$ cat config.mk
export PLATFORM = sky130hd
export DESIGN_NAME = core_sequencer
export DESIGN_NICKNAME = d
export VERILOG_FILES = /design/src/rtl/opencore_pkg.sv /design/src/rtl/core_sequencer.sv
export SDC_FILE = /design/constraint.sdc
export NUM_CORES = 1
export LEC_CHECK = 0
export CAP_MARGIN = 40
export CORE_ASPECT_RATIO = 0.6
export CORE_UTILIZATION = 43
export DETAILED_ROUTE_END_ITERATION = 8
export GPL_TIMING_DRIVEN = 0
export PLACE_DENSITY = 0.92
export SETUP_SLACK_MARGIN = 0.3
export SLEW_MARGIN = 5
export SYNTH_ARGS = -nofsm -noshare
export SYNTH_HDL_FRONTEND = slang
export SYNTH_SLANG_ARGS = --single-unit
$ cat constraint.sdc
create_clock -name clk -period 2.58 [get_ports clk]
set_clock_uncertainty 0.15 [all_clocks]
set_input_delay 0.516 -clock clk [delete_from_list [all_inputs] [get_ports clk]]
set_output_delay 0.516 -clock clk [all_outputs]
set_load 0.005 [all_outputs]
$ cat src/rtl/opencore_pkg.sv
`default_nettype none
// ============================================================================
// Module      : opencore_pkg
// Description : Shared types and defaults for the OpenCore 8-bit core:
//               opcode encoding, instruction field layout, sequencer states.
// Revision    : 1.0 - initial release
// ============================================================================
package opencore_pkg;

    localparam int DEF_ADDR_W   = 4;
    localparam int DEF_DATA_W   = 8;
    localparam int DEF_NUM_REGS = 8;

    typedef enum logic [1:0] {
        OP_AND  = 2'b00,
        OP_OR   = 2'b01,
        OP_ADD  = 2'b10,
        OP_HALT = 2'b11
    } opcode_e;

    // Instruction word layout: [7:6] opcode, [5:3] rd, [2:0] rs.
    typedef struct packed {
        opcode_e    op;
        logic [2:0] rd;
        logic [2:0] rs;
    } instr_t;

    typedef enum logic [2:0] {
        ST_IDLE  = 3'd0,
        ST_LOAD  = 3'd1,
        ST_FETCH = 3'd2,
        ST_EXEC  = 3'd3,
        ST_DONE  = 3'd4
    } state_e;

    // Four-bit counter increment that sticks at its maximum.
    function automatic logic [3:0] sat_inc4(input logic [3:0] v);
        return (v == 4'hF) ? v : v + 4'd1;
    endfunction

endpackage
`default_nettype wire

$ cat src/rtl/core_sequencer.sv
`default_nettype none
// ============================================================================
// Module      : core_sequencer
// Description : Fetch/decode/execute sequencer. Preloads R0..R7 from ROM
//               words 0..7, then runs two-cycle FETCH/EXEC instructions from
//               the remaining ROM words until HALT or the last address.
// Revision    : 1.0 - initial release
// ============================================================================
module core_sequencer
    import opencore_pkg::*;
#(
    parameter int ADDR_W   = DEF_ADDR_W,
    parameter int DATA_W   = DEF_DATA_W,
    parameter int NUM_REGS = DEF_NUM_REGS
) (
    input  logic              clk,
    input  logic              rst,
    input  logic              start,
    input  logic              hold,
    output logic [ADDR_W-1:0] rom_addr,
    input  logic [DATA_W-1:0] rom_data,
    output logic [2:0]        rf_raddr_a,
    output logic [2:0]        rf_raddr_b,
    output logic              rf_we,
    output logic [2:0]        rf_waddr,
    output logic [DATA_W-1:0] rf_wdata,
    output logic [1:0]        alu_op,
    input  logic [DATA_W-1:0] alu_result,
    output logic              busy,
    output logic              done,
    output logic [3:0]        retired
);

    localparam logic [2:0] c_ST_IDLE  = ST_IDLE;
    localparam logic [2:0] c_ST_LOAD  = ST_LOAD;
    localparam logic [2:0] c_ST_FETCH = ST_FETCH;
    localparam logic [2:0] c_ST_EXEC  = ST_EXEC;
    localparam logic [2:0] c_ST_DONE  = ST_DONE;

    localparam logic [ADDR_W-1:0] c_LAST_LOAD = ADDR_W'(NUM_REGS - 1);
    localparam logic [ADDR_W-1:0] c_LAST_ADDR = {ADDR_W{1'b1}};

    logic [2:0]        r_state;
    logic [ADDR_W-1:0] r_pc;
    instr_t            r_ir;
    logic [3:0]        r_retired;

    logic [2:0]        w_state_nxt;
    logic [ADDR_W-1:0] w_pc_nxt;
    instr_t            w_ir_nxt;
    logic [3:0]        w_retired_nxt;
    logic              w_is_halt;
    logic              w_we;

    assign w_is_halt = (r_ir.op == OP_HALT);

    // Next-state, pc, ir and retired-count logic.
    always_comb begin
        w_state_nxt   = r_state;
        w_pc_nxt      = r_pc;
        w_ir_nxt      = r_ir;
        w_retired_nxt = r_retired;
        case (r_state)
            c_ST_IDLE, c_ST_DONE: begin
                if (start) begin
                    w_pc_nxt      = '0;
                    w_retired_nxt = 4'd0;
                    w_state_nxt   = c_ST_LOAD;
                end
            end
            c_ST_LOAD: begin
                w_pc_nxt = r_pc + 1'b1;
                if (r_pc == c_LAST_LOAD) begin
                    w_state_nxt = c_ST_FETCH;
                end
            end
            c_ST_FETCH: begin
                w_ir_nxt    = instr_t'(rom_data[7:0]);
                w_state_nxt = c_ST_EXEC;
            end
            c_ST_EXEC: begin
                if (w_is_halt) begin
                    w_state_nxt = c_ST_DONE;
                end else begin
                    w_retired_nxt = sat_inc4(r_retired);
                    if (r_pc == c_LAST_ADDR) begin
                        // Never wrap: the last ROM word ends the run.
                        w_state_nxt = c_ST_DONE;
                    end else begin
                        w_pc_nxt    = r_pc + 1'b1;
                        w_state_nxt = c_ST_FETCH;
                    end
                end
            end
            default: begin
                w_state_nxt = c_ST_IDLE;
            end
        endcase
    end

    // State registers; hold freezes everything.
    always_ff @(posedge clk or posedge rst) begin
        if (rst) begin
            r_state   <= c_ST_IDLE;
            r_pc      <= '0;
            r_ir      <= '0;
            r_retired <= 4'd0;
        end else if (!hold) begin
            r_state   <= w_state_nxt;
            r_pc      <= w_pc_nxt;
            r_ir      <= w_ir_nxt;
            r_retired <= w_retired_nxt;
        end
    end

    // Register-file, ALU and status outputs decoded from the current state.
    always_comb begin
        rf_raddr_a = 3'd0;
        rf_raddr_b = 3'd0;
        alu_op     = 2'd0;
        rf_waddr   = 3'd0;
        rf_wdata   = '0;
        w_we       = 1'b0;
        if (r_state == c_ST_EXEC) begin
            rf_raddr_a = r_ir.rd;
            rf_raddr_b = r_ir.rs;
            alu_op     = r_ir.op;
        end
        if (!hold) begin
            if (r_state == c_ST_LOAD) begin
                w_we     = 1'b1;
                rf_waddr = r_pc[2:0];
                rf_wdata = rom_data;
            end else if (r_state == c_ST_EXEC && !w_is_halt) begin
                w_we     = 1'b1;
                rf_waddr = r_ir.rd;
                rf_wdata = alu_result;
            end
        end
    end

    assign rf_we    = w_we;
    assign rom_addr = r_pc;
    assign busy     = (r_state == c_ST_LOAD) || (r_state == c_ST_FETCH) ||
                      (r_state == c_ST_EXEC);
    assign done     = (r_state == c_ST_DONE);
    assign retired  = r_retired;

endmodule
`default_nettype wire

==> impl_summary.md, run 1 <==
CTS
Clock-pin slew was measured on the worst setup and hold paths at approximately 0.08 ns. The number of sinks handled by clock tree synthesis is 19. In this run, CTS created clock tree buffers numbering 3. Hold repair after CTS inserted 0 buffers. CTS placed an instance of sky130_fd_sc_hd__clkbuf_8 at the clock tree root. CTS built an H-tree with a depth of 1. The clock latency reported for the late side of the worst-skew pair is 0.26 ns.

The clock tree from TritonCTS is done. Counting along the longest clock path gives a buffer depth of 2.

Critical path
The critical path goes through nand2b_4 > buf_6 > a211o_1 > buf_4 > a21oi_2 > clkdlybuf4s15_2. The worst register-to-register path has a setup slack of 0.52 ns. The critical path data arrival time is approximately 1.8 ns.

The slowest stage of the critical path belongs to the cell sky130_fd_sc_hd__dfrtp_2. The largest incremental delay on the critical path is 0.43 ns. The worst setup path is of the register to output pin kind. The count of buffer and inverter cells on the critical path is 3. The worst register-to-register path has a depth of 7. The worst setup path is captured at an output pin.

The maximum fanout count along the critical path is 4. The data required time at the worst endpoint is 1.91 ns. The critical path crosses 6 cells after its start point.

The critical path launch point type is a register. The cell family with the largest share of critical-path delay is buffers and inverters.

Route
The number of iterations in the first detailed-routing pass is 4. In the final routed layout, each cell accounts on average for 18.37 µm. The number of design-rule violations left by the first detailed-router iteration is 164. Across all layers, the routed design uses 1485 vias.

After detailed routing, the number of vias per cell comes to 6.061. In the routed design, unresolved DRC markers number 0. The post-route antenna net violation count is 0.

The final wirelength is approximately 4.5 mm.

Yosys
The post-synthesis net count is 163. In the synthesized netlist the async set-or-reset flop fraction comes to 100.0%. The number of synthesized flops with an enable pin is 0. Averaged over all synthesized cells, the footprint is 8.883 µm².

Of all cell types, the one taking the most synthesized area is sky130_fd_sc_hd__dfrtp_1. The post-synthesis register bit count is 19. The fraction of synthesized cell area taken by the top area cell type is 37.96%. Ranked by total cell area, the synthesized netlist is headed by sky130_fd_sc_hd__dfrtp_1 (38%), sky130_fd_sc_hd__mux2_2 (7.2%), sky130_fd_sc_hd__a21oi_1 (5.6%). The prevailing post-synth register cell is sky130_fd_sc_hd__dfrtp_1. The number of warnings printed during yosys synthesis is 0. Synthesis produced 141 cells.

The share of the Yosys chip area taken by registers is 37.96%. The cell area after technology mapping is roughly 1300 µm². After synthesis, the netlist uses 40 different library cells.

GRT
Across every metal layer, demand over resource in global routing totals 29.31%. The largest net degree at the start of global routing is 20. The met2 track demand over resource is 47.36%. The number of global-route vias before repair came to 1421. The initial antenna violation count is 0.

The first-pass GRT wire length is 6.934 mm. For met1 alone, demand over resource in global routing was 38.76%. For met3 alone, demand over resource in global routing was 7.907%. The total overflow reported by the global router is 0. The global routing stage identified its most utilized layer as met2.

Timing
Hold is met by 0.3709 ns. The final critical delay including setup and external delays is about 2.4 ns. The number of hold-slack violations in the final timing report is 0.

The final-report setup violation count is 0. In this run the tightest slew margin relative to its limit is 50.61%. The number of max-slew violations in the final report is 0. The maximum achievable frequency is 0.4145 GHz.

Setup repair after global routing could not meet its margin everywhere. After layout, the worst path uses between 90% and 100% of the clock period. The worst-margin pin slew is 0.7400 ns. The total negative setup slack is 0 ns.

Place
Summed over all nets, the half-perimeter wirelength after detailed placement is ~2.6 mm. The count of input and output buffers is just under 50. The congestion estimate from routability-driven global placement came to 0.8748. The total placed instance area is between 1500 and 2000 µm².

Final layout
The final instance area is 2047 µm². The number of nets in the final layout is 236. The layout cell share with drive strength beyond 1 is ~36%. The area growth from synthesis to layout is 63.44%. 0 antenna diodes ended up in the layout.

Floorplan
Pin placement for this block handled 50 I/O pins. The number of rows created at floorplan is 14. The area of the die is around 3100 µm². From bottom edge to top edge, the die measures 43.81 µm. The area of the core is around 2600 µm². The die is 71.68 µm wide. The starting density of the core is between 40% and 50%.

Flow run
The tool flagged a number of max-cap violations equal to 0.

Worst hold path
The type of the most critical hold path is register to register. The cell count of the worst hold path is 1.

Outcome
The run finished with clean final reports.

Pwr
Power spread over the standard cell area amounts to 1075 nW/µm². The static power due to leakage is 0.9818 nW. Across the VDD grid, the largest voltage drop is 0.6993 mV.
## where the power goes
group	leakage (nW)	switching [mW]	internal [mW]	total [mW]
Clock	0.0228	0.102	0.110	0.212
Sequential	0.231	0.134	0.428	0.562
Combinational	0.728	0.680	0.747	1.43
## through the flow
step                      power, mW  util, %  setup slack, ns  instances
after floorplan               1.133        -           0.5364        141
after global placement        1.610    67.86          -0.3349        222
after detailed placement      1.644    67.86          -0.3518        222
after CTS                     2.062    76.24           0.1977        242
after global routing          2.318    77.90           0.1340        245
final                         2.201    77.90           0.1673        245
## worst reg2reg max path: cells and delay by family, from the launching register on
| family | cells | cell delay, ns |
|---|---|---|
| multiplexers | 1 | 0.32 |
| buffers and inverters | 3 | 0.41 |
| AO/OA/AOI/OAI | 2 | 0.52 |
| AND/OR/NAND/NOR | 1 | 0.11 |
| flip-flops | 1 | 0.43 |
## routing by layer
metal | wire [µm] | vias to the layer above
met1 | 1825 | 702
met4 | 85 | 0
li1 | - | 660
met5 | 0 | -
met2 | 2098 | 110
met3 | 490 | 13
## flip-flops by register name, summed over array words and instances (netlist names)
register / count
r_state: 3
retired: 4
rom_addr: 4
r_ir: 8
## kinds of logic after synthesis
family                     count (synthesis)  share of synthesized area, %
buffers and inverters                     13                         4.894
DFF                                       19                         37.96
muxes                                     10                         9.591
adders and majority gates                  2                         1.998
and+or+nand+nor                           56                         25.28
AOI/OAI and AO/OA                         41                         20.28
## cell usage after synthesis, drive strengths merged, types with 2 or more instances
cell type	number
inv	3
dfrtp	19
nand2	15
nor3	2
buf	5
a21oi	14
clkbuf	5
nor4	2
and3	9
a211o	3
o2bb2ai	2
and2	2
o21ai	13
mux2	10
nand2b	3
nand3	4
a21o	2
nor3b	3
ha	2
nor2	9
## final cells by class
cell class                      count  area (µm²)
Fill cell                         161       580.6
Buffer                             10       91.34
Sequential cell                    19       476.7
Inverter                            3       11.26
Tap cell                           32       40.04
Timing Repair Buffer               68       601.8
Clock buffer                        4       45.04
Multi-Input combinational cell    109       780.7
## repair_timing
action,4_1_cts,5_1_grt
gates cloned,1,0
endpoints found under the setup margin,20,18
gates resized for setup,85,21
setup buffers,15,3
pin swaps,1,0
## cell usage in the layout, fill, tap and decap left out, types with 3 or more instances in the layout
| master | netlist | final |
|---|---|---|
| sky130_fd_sc_hd__nand2_1 | 15 | 15 |
| sky130_fd_sc_hd__buf_2 | 3 | 9 |
| sky130_fd_sc_hd__nor2_1 | 8 | 7 |
| sky130_fd_sc_hd__o21ai_0 | 13 | 12 |
| sky130_fd_sc_hd__dfrtp_1 | 19 | 18 |
| sky130_fd_sc_hd__clkdlybuf4s50_1 | 0 | 27 |
| sky130_fd_sc_hd__clkbuf_2 | 1 | 5 |
| sky130_fd_sc_hd__clkbuf_8 | 0 | 5 |
| sky130_fd_sc_hd__clkdlybuf4s15_1 | 0 | 3 |
| sky130_fd_sc_hd__a21oi_2 | 0 | 10 |
| sky130_fd_sc_hd__and3_1 | 9 | 9 |
| sky130_fd_sc_hd__mux2_2 | 8 | 8 |
| sky130_fd_sc_hd__nand3_1 | 4 | 4 |
| sky130_fd_sc_hd__dlygate4sd2_1 | 0 | 4 |
| sky130_fd_sc_hd__clkbuf_4 | 0 | 3 |
| sky130_fd_sc_hd__buf_4 | 0 | 12 |
| sky130_fd_sc_hd__nor3b_1 | 3 | 3 |
| sky130_fd_sc_hd__a21oi_1 | 14 | 4 |
| sky130_fd_sc_hd__a211o_1 | 3 | 3 |
| sky130_fd_sc_hd__buf_6 | 1 | 11 |
## final timing paths
kind | from | endpoint
setup / recovery | r_state[2]$_DFFE_PP0P_ | rf_waddr[2]
hold / removal | r_ir[2]$_DFFE_PP0P_ | r_ir[2]$_DFFE_PP0P_
setup reg to reg | r_state[2]$_DFFE_PP0P_ | retired[1]$_DFFE_PP0P_
hold reg to reg | r_ir[2]$_DFFE_PP0P_ | r_ir[2]$_DFFE_PP0P_
max in group asynchronous | rst | r_state[2]$_DFFE_PP0P_
min in group asynchronous | rst | r_ir[0]$_DFFE_PP0P_
No activity file was read; power rests on OpenSTA's default activity.
==> inputs of run 2 (changes only) <==
==> constraint.sdc (replaced) <==
create_clock -name clk -period 2.5 [get_ports clk]
set_clock_uncertainty 0.15 [all_clocks]
set_input_delay 0.5 -clock clk [delete_from_list [all_inputs] [get_ports clk]]
set_output_delay 0.5 -clock clk [all_outputs]
set_load 0.005 [all_outputs]
==> run 2 against run 1 <==
  * Global-route usage increased by 0.61 points
  * Critical path depth unchanged
  * Core utilization increased by 2.5 points
  * Hold slack improved by 0.0045 ns
  * Combinational power increased by 6%
  * Largest cell class unchanged
  * Highest routed layer unchanged
==> impl_summary.md, run 2 (synthesis gave the netlist of run 1 again) <==
Outcome
The flow ran to the end, and the final reports show no timing, DRC or antenna violations.

CTS
In this run the number of H-tree levels came out at 1. The number of CTS-inserted buffers is 3. The maximum clock path buffer count is 2.

The clock tree from TritonCTS is done. The clock latency reported for the late side of the worst-skew pair is 0.26 ns. Hold repair after CTS inserted 0 buffers. The number of sinks handled by clock tree synthesis is 19. The cell chosen for the clock root is sky130_fd_sc_hd__clkbuf_8. After clock tree synthesis, the clock-pin slew on the worst setup and hold paths is 0.08 ns.

Route
The pre-antenna-repair detailed-routing pass consisted of 4 iterations. Dividing the detail-routed via count by the number of cells gives 5.896. The post-route antenna net violation count is 0. Detailed routing inserted a total of 1474 vias. After detailed routing, the average wire length per cell comes to 18.39 µm.

The number of remaining DRC errors is 0. The final wirelength is around 4.6 mm. The number of design-rule violations left by the first detailed-router iteration is around 110.

Pwr
Internal power comes to 1.366 mW. The power per cell area is between 1000 and 1500 nW/µm². Summed over all cells, the static leakage comes to approximately 0.99 nW. The share of total power dissipated in combinational logic is 65.5%. The clock network fraction of design power is 9.6%. The share of total power dissipated in sequential elements is 24.9%. The maximum VDD drop is 0.6935 mV. In this run the power spent charging and discharging nets is 0.9533 mW.

The fraction of power spent switching nets is around 41%.

Critical path
The critical path data arrival time is 1.75 ns. In this run the worst path has a maximum fanout of 10. The worst setup path is of the register to output pin kind. The worst setup path is launched from a register.

The worst setup path is captured at an output pin. At the worst endpoint, the required time is about 1.9 ns.

Timing
The final worst hold slack is 0.3753 ns. The maximum achievable frequency is 0.4173 GHz. Setup repair after global routing could not meet its margin everywhere. For the pin with the worst max-slew slack, the measured transition is about 0.76 ns.

The relative slew slack is 49.19%. The number of max-slew violations in the final report is 0. The portion of the clock cycle consumed by the worst path in the final layout is a little over nine tenths.

The number of hold-slack violations in the final timing report is 0. The worst path needs 2.396 ns of the cycle, external delays included. The final-report setup violation count is 0.

Final layout
Of the cells placed in the final design, the portion with a size suffix greater than 1 is 40.83%. The commonest non-fill, non-tap cell in the layout is sky130_fd_sc_hd__clkdlybuf4s50_1. Compared with the post-synthesis result, the final layout area differs by 68.63%. The top cell types in the final layout, fill and taps aside, are sky130_fd_sc_hd__clkdlybuf4s50_1 (26), sky130_fd_sc_hd__dfrtp_1 (18), sky130_fd_sc_hd__buf_4 (17), sky130_fd_sc_hd__nand2_1 (15). The layout has 151 filler cells. The register with the most flip-flops in the final layout is r_ir. The number of nets in the final layout is 241. The antenna cell count is 0.

Once layout is complete, the utilization of the core stands at 80.38%. The register with the most flip-flops in the layout has 8 of them. The final instance area is 2112 µm².

Worst hold path
The min-delay analysis places its worst path in the category register to register.

GRT
Summed over all layers, the global routing overflow is 0. The first global-routing pass estimated roughly 7 mm of wire. Global routing consumed, over all layers together, 29.92% of the routing resources. The initial antenna violation count is 0.

Entering global routing, the biggest net connects 20 pins. The number of global-route vias before repair is 1390.

Place
The post-DP HPWL is approximately 2.6 mm. The congestion estimate from routability-driven global placement came to slightly below 0.9. The total placed instance area is 1783 µm². The count of buffers added on input and output ports is just under 50.

Floorplan
The total I/O pin count is 50. The area of the core is 2628 µm². The die outline height is 43.81 µm. The width of the die is between 70 and 80 µm. The initialized floorplan defines 14 standard-cell rows. Once the floorplan was initialized, standard cells occupied 47.67% of the core. The area of the die is 3140 µm².

Flow run
Across the run, the number of max-cap violations was 0.
run 2: layer usage:
layer	vias up	wire (µm)	global-route usage (%)
li1	666	-	-
met1	717	1971	40.78
met2	81	2179	48.11
met3	10	388	7.442
met4	0	59	7.843
met5	-	0	0
run 2: worst paths after layout:
kind | slack, ns | from | depth (start not counted) | to
max | 0.10 | r_state[1]$_DFFE_PP0P_ | 6 | rf_waddr[0]
min | 0.38 | r_ir[2]$_DFFE_PP0P_ | 1 | r_ir[2]$_DFFE_PP0P_
max reg2reg | 0.25 | r_state[2]$_DFFE_PP0P_ | 9 | retired[1]$_DFFE_PP0P_
min reg2reg | 0.38 | r_ir[2]$_DFFE_PP0P_ | 1 | r_ir[2]$_DFFE_PP0P_
max in group asynchronous | 1.16 | rst | 2 | r_state[2]$_DFFE_PP0P_
min in group asynchronous | 0.52 | rst | 2 | r_ir[0]$_DFFE_PP0P_
run 2: area by class of cell:
class	instances	area [µm²]	share of cell area, %
Multi-Input combinational cell	109	799.5	37.86
Timing Repair Buffer	73	634.4	30.04
Sequential cell	19	476.7	22.57
Buffer	10	105.1	4.976
Clock buffer	4	45.04	2.133
Tap cell	32	40.04	1.896
Inverter	3	11.26	0.5332
run 2: what timing repair did:
item	4_1_cts	5_1_grt
setup endpoints to repair	21	20
resized for setup	108	23
gates cloned	1	0
pin swaps	1	2
setup buffers	17	6
run 2: critical path, cell delays in order (launching register included):
cell                              delay [ns]
sky130_fd_sc_hd__dfrtp_1                0.36
sky130_fd_sc_hd__clkbuf_4               0.19
sky130_fd_sc_hd__buf_8                  0.16
sky130_fd_sc_hd__nor2_4                 0.26
sky130_fd_sc_hd__nand2_1                0.13
sky130_fd_sc_hd__a21oi_2                0.16
sky130_fd_sc_hd__clkdlybuf4s15_1        0.22
run 2: metrics by stage:
step / setup slack [ns] / TNS (ns) / cells / power [mW]
after CTS: 0.1160 / 0 / 244 / 2.139
after detailed placement: -0.3998 / -4.119 / 222 / 1.696
final: 0.1038 / 0 / 250 / 2.320
after global routing: 0.03445 / 0 / 250 / 2.448
after global placement: -0.3829 / -3.833 / 222 / 1.662
after floorplan: 0.4724 / 0 / 141 / 1.169
run 2: power by group through the flow:
stage,Combinational (mW),Clock [mW],Sequential (mW)
floorplan,0.621,0,0.548
global placement,1.09,0,0.568
detailed placement,1.12,0,0.576
CTS,1.35,0.221,0.567
global route,1.62,0.234,0.591
finish,1.52,0.222,0.578
